==> src/rtl/decoder_structural.sv <==
// 3-to-8 one-hot decoder with active-high enable. Gate-level decode feeds
// a bank of eight D flip-flops, so every output is a flop Q.
module decoder_structural (
  input  logic clk,
  input  logic rst,
  input  logic e,
  input  logic a,
  input  logic b,
  input  logic c,
  output logic d0,
  output logic d1,
  output logic d2,
  output logic d3,
  output logic d4,
  output logic d5,
  output logic d6,
  output logic d7
);

  logic       a_n;
  logic       b_n;
  logic       c_n;
  logic [1:0] a_lit;
  logic [1:0] b_lit;
  logic [1:0] c_lit;
  logic [7:0] d_next;
  logic [7:0] d_reg;

  not u_inv_a (a_n, a);
  not u_inv_b (b_n, b);
  not u_inv_c (c_n, c);

  // Index 0 holds the complemented literal, index 1 the true literal.
  assign a_lit = {a, a_n};
  assign b_lit = {b, b_n};
  assign c_lit = {c, c_n};

  genvar gi;
  generate
    for (gi = 0; gi < 8; gi = gi + 1) begin : g_and
      localparam logic [2:0] K = 3'(gi);
      and u_and (d_next[gi], e, a_lit[K[2]], b_lit[K[1]], c_lit[K[0]]);
    end
  endgenerate

  always_ff @(posedge clk) begin
    if (rst) begin
      d_reg <= '0;
    end else begin
      d_reg <= d_next;
    end
  end

  assign d0 = d_reg[0];
  assign d1 = d_reg[1];
  assign d2 = d_reg[2];
  assign d3 = d_reg[3];
  assign d4 = d_reg[4];
  assign d5 = d_reg[5];
  assign d6 = d_reg[6];
  assign d7 = d_reg[7];

endmodule

==> config.mk <==
export PLATFORM = sky130hd
export DESIGN_NAME = decoder_structural
export DESIGN_NICKNAME = d
export VERILOG_FILES = /design/src/rtl/decoder_structural.sv
export SDC_FILE = /design/constraint.sdc
export NUM_CORES = 1
export LEC_CHECK = 0
export BUFFER_PORTS_ARGS = -buffer_cell sky130_fd_sc_hd__buf_2
export CORE_AREA = 5 5 42 44
export DETAILED_ROUTE_END_ITERATION = 8
export DIE_AREA = 0 0 47 49
export PLACE_DENSITY = 0.4
export SLEW_MARGIN = 20
export SYNTH_ARGS = -nofsm -noshare
export SYNTH_HDL_FRONTEND = slang
export SYNTH_SLANG_ARGS = --single-unit
==> constraint.sdc <==
create_clock -name clk -period 0.8 [get_ports clk]
set_input_delay 0.16 -clock clk [delete_from_list [all_inputs] [get_ports clk]]
set_output_delay 0.16 -clock clk [all_outputs]
set_load 0.02 [all_outputs]
==> impl_metrics.tcl, run 1 <==
set metrics [dict create \
    pwr-share-seq_pct 51.9 \
    synthTopCellsByArea "dfxtp_1 (70%), nor2_1 (9.8%), or3b_1 (7.6%)" \
    drt-pass1-iter-count 2 \
    p_sw_mw 0.1735 \
    whs_ps 179.5 \
    worstMarginPinSlew_ps 219.4 \
    cpMaxStageDelayCell "dfxtp_2" \
    n_antenna_cell 0 \
    cts_max_level 1 \
    drive_gt1_share_pct 67.50 \
    path_delay_family "flip-flops" \
    rsz0062_at_grt "true" \
    hpwl_um 432.9 \
    cts_tree "built" \
    crit_arrival_ps 690 \
    cts_buffers 3 \
    via_per_inst 3.946 \
    track_usage_pct 5.646 \
    pwr-share-comb_pct 8.9 \
    cts_buffer_depth 2 \
    worst_slack_ps -52.12 \
    worstHoldStart "b" \
    die_w_um 47 \
    ant_nets 0 \
    ys_types 7 \
    vdd_drop_max_uv 572.3 \
    p_leak_nw 0.1855 \
    grt_pass1_vias 223 \
    grt.overflow.total 0 \
    synth_edf_count 0 \
    whs_endpoint "d_reg[0]$_SDFF_PP0_" \
    path_max_fanout 1 \
    setup_viol 8 \
    routabilityCongestion 0.7576 \
    placed_cell_area_um2 337.8 \
    cts_setup_buffers 0 \
    failed_checks "negative setup slack" \
    timing.fmax_ghz 1.174 \
    critPathKind "register to output port" \
    clk_pin_slew_ps 50 \
    slowest_delay_ps 310 \
    antenna_found_initial 0 \
    wire_per_inst_um 9.304 \
    pwr-share-clk_pct 39.2 \
    num_vias 221 \
    yosysMostFrequentCell "dfxtp_1" \
    largest_register_ffs 8 \
    period_share_pct 106.5 \
    startpoint_type "register" \
    root_buffer "clkbuf_4" \
    cts_num_sinks 8 \
    cts_hold_buf 0 \
    pwr_density_cell_nw_per_um2 1879 \
    grt_first_pass_wirelength_um 800 \
    period_minus_slack_ps 852.1 \
    post-route-util_pct 30.00 \
    area_delta_synth_final_pct 82.61 \
    hold_path_class "input pin to register" \
    max-slew-margin-rel_pct 85.24 \
    yosys_warnings 0 \
    multiInputGateArea_um2 70.07 \
    core_um2 1401 \
    syn_inst 21 \
    wirelength_um 521 \
    syn_area_um2 230.2 \
    synth-seq-cells 8 \
    endpoint_kind "output port" \
    drtIter0Drc 6 \
    worst-path-buf-inv 1 \
    dieArea_um2 2303 \
    synth_ff_type "dfxtp_1" \
    swShare_pct 21.96 \
    fin_nets 48 \
    min_path_cells 3 \
    maxCapViolations 0 \
    start_util_pct 16.43 \
    cp_cell_sequence "buf_6" \
    worstPathRequired_ps 640 \
    rows 14 \
    outcome "finished, violations left" \
    synth_nets 27 \
    grt_start_max_net_pins 5 \
    syn_avg_cell_area_um2 10.96 \
    finalHoldViolCount 0 \
    p_int_mw 0.6163 \
    io_buffers 13 \
    drc 0 \
    finalMaxSlewViolations 0 \
    synth_area_leader_cell "dfxtp_1" \
    boundaryPins 14 \
    fp.dieH_um 49 \
    seq_area_um2 170.2 \
    async_reset_ff_share_pct 0 \
    yosysSeqAreaShare_pct 69.57 \
    synthTopCellsByCount "dfxtp_1 (8), nor2_1 (6), nor4_1 (2), or3b_1 (2)" \
    final.fill_count 162 \
    synth_top_area_share_pct 69.57 \
    stdcell_area_um2 420.4 \
]
[layout by cell type (no fill, tap or decap), drive strengths merged]
cell type and instances:
nand3b 1, clkbuf 3, dfxtp 8, nand2b 1
or3b 2, nor4 2, nor2 6, nand2 1
buf 16
[stage by stage]
step	TNS (ps)	setup slack [ps]	std cells	power, mW
3_5_place_dp	-136.2	-42.82	53	0.4793
3_3_place_gp	-86.98	-35.02	53	0.4773
4_1_cts	-382.3	-55.22	56	0.7937
5_1_grt	-510.3	-69.02	56	0.8184
6_report	-366.3	-52.12	56	0.7898
2_1_floorplan	0	109.3	21	0.4397
[layer usage]
layer / track usage [%] / share of wire, % / up-vias / routed length, µm
li1: - / - / 108 / -
met1: 3.761 / 32 / 98 / 166
met2: 8.145 / 50 / 11 / 259
met3: 2.214 / 10 / 4 / 54
met4: 9.677 / 7.9 / 0 / 41
met5: 0 / 0 / - / 0
[cell families after synthesis]
kind of cell	count (synthesis)	synth area share, %
DFF	8	69.56
and+or+nand+nor	13	30.44
[layout make-up]
cell class,count,area share [%]
flip-flops and latches,8,40.48
clock buffers,3,5.357
repair buffers,16,32.74
multi-input cells,13,16.67
well taps,16,4.762
[power groups by stage]
stage	Sequential, mW	Combinational (mW)	Clock [mW]
after CTS	0.409	0.0718	0.312
after global placement	0.415	0.0623	0
after floorplan	0.424	0.0155	0
final	0.409	0.0704	0.310
after global routing	0.410	0.0756	0.333
after detailed placement	0.415	0.0641	0
[worst max-delay path by stage]
stage / endpoint / slack [ps] / cells past startpoint / startpoint
after global routing: d4 / -70 / 1 / d_reg[4]$_SDFF_PP0_
final: d7 / -50 / 1 / d_reg[7]$_SDFF_PP0_
after global placement: d_reg[5]$_SDFF_PP0_ / -40 / 3 / b
after floorplan: d_reg[5]$_SDFF_PP0_ / 110 / 2 / b
after CTS: d7 / -60 / 1 / d_reg[7]$_SDFF_PP0_
after detailed placement: d_reg[5]$_SDFF_PP0_ / -40 / 3 / b
[repair_timing]
item                       4_1_cts  5_1_grt
setup endpoints to repair        8        8
resized for setup               24        0
hold endpoints to repair         0        0
pin swaps                        0        0
No activity file was read; power rests on OpenSTA's default activity.
==> inputs of run 2 (changes only) <==
--- a/config.mk
+++ b/config.mk
@@ -10,6 +10,7 @@
 export DETAILED_ROUTE_END_ITERATION = 8
 export DIE_AREA = 0 0 47 49
 export PLACE_DENSITY = 0.4
+export RECOVER_POWER = 50
 export SLEW_MARGIN = 20
 export SYNTH_ARGS = -nofsm -noshare
 export SYNTH_HDL_FRONTEND = slang
==> impl_metrics.tcl, run 2 (synthesized netlist as in run 1, its figures left out) <==
set metrics [dict create \
    outcome "finished, violations left" \
    failed_checks "negative setup slack" \
    fin_nets 48 \
    finalMaxSlewViolations 0 \
    hold_path_class "input pin to register" \
    path_delay_family "flip-flops" \
    core_um2 1401 \
    setup_viol 8 \
    max-slew-margin-rel_pct 85.20 \
    drt-pass1-iter-count 2 \
    stdcell_area_um2 410.4 \
    timing.fmax_ghz 1.174 \
    total_power_mw 0.7842 \
    wire_per_inst_um 9.464 \
    largest_register_ffs 8 \
    root_buffer "clkbuf_4" \
    final_cell_mix "dfxtp_2 (8), buf_6 (8), nor2_1 (6)" \
    n_antenna_cell 0 \
    critPathKind "register to output port" \
    clk_pin_slew_ps 50 \
    grt_start_max_net_pins 5 \
    cts_buffers 3 \
    finalHoldViolCount 0 \
    slowest_delay_ps 310 \
    drtIter0Drc 4 \
    endpoint_kind "output port" \
    cts_buffer_depth 2 \
    drc 0 \
    worstMarginPinSlew_ps 220.0 \
    boundaryPins 14 \
    tns_ps -366.2 \
    num_vias 220 \
    io_buffers 13 \
    cts_setup_buffers 0 \
    place_ws_ps -42.82 \
    cp_cell_sequence "buf_6" \
    drive_gt1_share_pct 57.50 \
    placed_cell_area_um2 337.8 \
    min_path_cells 3 \
    period_share_pct 106.5 \
    antenna_found_initial 0 \
    wirelength_um 530 \
    routabilityCongestion 0.7576 \
    worst-path-buf-inv 1 \
    worst_slack_ps -51.85 \
    rows 14 \
    path_max_fanout 1 \
    start_util_pct 16.43 \
    p_leak_nw 0.1727 \
    cts_max_level 1 \
    dieArea_um2 2303 \
    pwr_density_cell_nw_per_um2 1911 \
    cts_hold_buf 0 \
    post-route-util_pct 29.29 \
    ant_nets 0 \
    fp.dieH_um 49 \
    via_per_inst 3.929 \
    hpwl_um 432.9 \
    cts_num_sinks 8 \
    cp.depth 1 \
    cts_resized 24 \
    die_w_um 47 \
    vdd_drop_max_uv 563.5 \
    grt_pass1_vias 223 \
    grt.overflow.total 0 \
    startpoint_type "register" \
    grt_first_pass_wirelength_um 800 \
    area_delta_synth_final_pct 78.26 \
    worstPathRequired_ps 640 \
    crit_arrival_ps 690 \
    rsz0062_at_grt "true" \
    cts_tree "built" \
    cpMaxStageDelayCell "dfxtp_2" \
    maxCapViolations 0 \
    track_usage_pct 5.646 \
    period_minus_slack_ps 851.8 \
]
[run 2: per-layer routing]
metal  wire length (µm)  vias to the layer above  GRT usage (%)
li1                   -                      108              -
met1                181                       97          3.761
met2                258                       11          8.145
met3                 48                        4          2.214
met4                 41                        0          9.677
met5                  0                        -              0
[run 2: final timing paths]
kind / startpoint / end
max: d_reg[7]$_SDFF_PP0_ / d7
min: b / d_reg[0]$_SDFF_PP0_
[run 2: area by class of cell]
cell class	count	area, µm²
Fill cell	166	991.0
Clock buffer	3	22.52
Multi-Input combinational cell	13	70.07
Sequential cell	8	170.2
Timing Repair Buffer	16	127.6
Tap cell	16	20.02
[run 2: stage by stage]
| stage | hold WS, ps | instances |
|---|---|---|
| after global routing | 193.4 | 56 |
| after global placement | 452.6 | 53 |
| after CTS | 184.0 | 56 |
| after detailed placement | 459.6 | 53 |
| after floorplan | 236.4 | 21 |
| final | 181.5 | 56 |
[run 2: power breakdown]
group	total (mW)	leakage, nW	internal (mW)	switching, mW
Clock	0.310	0.0138	0.172	0.138
Sequential	0.410	0.0687	0.407	0.00279
Combinational	0.0651	0.0903	0.0324	0.0327
Total	0.784	0.173	0.611	0.173
==> inputs of run 3 (changes only) <==
--- a/config.mk
+++ b/config.mk
@@ -5,11 +5,13 @@
 export SDC_FILE = /design/constraint.sdc
 export NUM_CORES = 1
 export LEC_CHECK = 0
-export BUFFER_PORTS_ARGS = -buffer_cell sky130_fd_sc_hd__buf_2
+export CELL_PAD_IN_SITES_DETAIL_PLACEMENT = 0
+export CELL_PAD_IN_SITES_GLOBAL_PLACEMENT = 1
 export CORE_AREA = 5 5 42 44
 export DETAILED_ROUTE_END_ITERATION = 8
 export DIE_AREA = 0 0 47 49
-export PLACE_DENSITY = 0.4
+export DONT_BUFFER_PORTS = 1
+export PLACE_DENSITY = 0.38
 export RECOVER_POWER = 50
 export SLEW_MARGIN = 20
 export SYNTH_ARGS = -nofsm -noshare
==> impl_metrics.tcl, run 3 (synthesized netlist as in run 1, its figures left out) <==
set metrics [dict create \
    path_max_fanout 1 \
    maxCapViolations 0 \
    die_w_um 47 \
    endpoint_kind "output port" \
    placed_cell_area_um2 250.2 \
    cts_buffers 3 \
    wire_per_inst_um 12.37 \
    cts_setup_buffers 0 \
    cts_tree "built" \
    start_util_pct 16.43 \
    grt_first_pass_wirelength_um 662 \
    area_delta_synth_final_pct 36.96 \
    worstMarginPinSlew_ps 179.4 \
    pwr_density_cell_nw_per_um2 2303 \
    final.fill_count 157 \
    rsz0062_at_grt "true" \
    grt.overflow.total 0 \
    hold_path_class "input pin to register" \
    period_minus_slack_ps 778.1 \
    track_usage_pct 4.933 \
    cts_buffer_depth 2 \
    cp.depth 0 \
    largest_register_ffs 8 \
    worstPathRequired_ps 640 \
    finalMaxSlewViolations 0 \
    period_share_pct 97.26 \
    drt-pass1-iter-count 2 \
    n_antenna_cell 0 \
    place_ws_ps 53.35 \
    num_vias 159 \
    cts_num_sinks 8 \
    root_buffer "clkbuf_4" \
    cts_max_level 1 \
    drtIter0Drc 1 \
    timing.fmax_ghz 1.285 \
    p_leak_nw 0.1078 \
    antenna_found_initial 0 \
    fin_nets 33 \
    crit_start "d_reg[3]$_SDFF_PP0_" \
    clk_pin_slew_ps 50 \
    core_um2 1401 \
    boundaryPins 14 \
    cts_hold_buf 1 \
    critPathCapture "d3" \
    stdcell_area_um2 315.3 \
    setup_viol 0 \
    via_per_inst 3.878 \
    vdd_drop_max_uv 369.7 \
    grt_start_max_net_pins 6 \
    fp.dieH_um 49 \
    outcome "finished, violations left" \
    routabilityCongestion 0.6397 \
    stdcell_count 41 \
    placedCellCount 37 \
    failed_checks "negative hold slack" \
    post-route-util_pct 22.50 \
    drive_gt1_share_pct 52.00 \
    max-slew-margin-rel_pct 87.94 \
    crit_arrival_ps 620 \
    worst_slack_ps 21.93 \
    critPathKind "register to output port" \
    grt_pass1_vias 153 \
    drc 0 \
    startpoint_type "register" \
    final_cell_mix "nor2_1 (6), dfxtp_4 (4), dfxtp_2 (4)" \
    rows 14 \
    finalHoldViolCount 2 \
    ant_nets 0 \
    wirelength_um 507 \
    tns_ps 0 \
    io_buffers 0 \
    dieArea_um2 2303 \
    mostFrequentLayoutCell "nor2_1" \
    whs_ps -32.63 \
    total_power_mw 0.7262 \
]
==> run 3: changes by cell type in the layout (fill, tap and decap cells not counted), sizes merged <==
cell           delta
clkdlybuf4s25     +1
buf              -12
clkbuf            -4
==> run 3: worst min-delay path by stage <==
stage	start	to	slack, ps	cells after the start
2_1_floorplan	c	d_reg[0]$_SDFF_PP0_	240	1
3_3_place_gp	rst	d_reg[0]$_SDFF_PP0_	250	1
3_5_place_dp	c	d_reg[4]$_SDFF_PP0_	240	1
4_1_cts	c	d_reg[4]$_SDFF_PP0_	-30	1
6_report	c	d_reg[4]$_SDFF_PP0_	-30	1
5_1_grt	c	d_reg[4]$_SDFF_PP0_	-50	1
==> run 3: repair_timing <==
action,CTS,global route
setup endpoints to repair,8,5
resized for setup,9,6
pin swaps,0,1
endpoints found under the hold margin,2,2
==> run 3: area by class of cell <==
class                   instances  area [µm²]  area share [%]
well taps                      16       20.02           6.349
flip-flops and latches          8       180.2           57.14
repair buffers                  1       10.01           3.175
multi-input cells              13       82.58           26.19
clock buffers                   3       22.52           7.143
==> run 3: per-layer routing <==
layer	vias up	routed length (µm)	GRT usage [%]
li1	78	-	-
met5	-	0	0
met3	0	125	5.535
met4	0	0	5.530
met2	13	187	3.620
met1	68	195	5.947
==> run 3: power breakdown <==
group | leakage, nW | switching (mW) | internal, mW | total, mW
logic | 0.0242 | 0.0137 | 0.0126 | 0.0263
registers | 0.0698 | 0.0107 | 0.396 | 0.406
clock network | 0.0138 | 0.123 | 0.171 | 0.294
total | 0.108 | 0.147 | 0.579 | 0.726
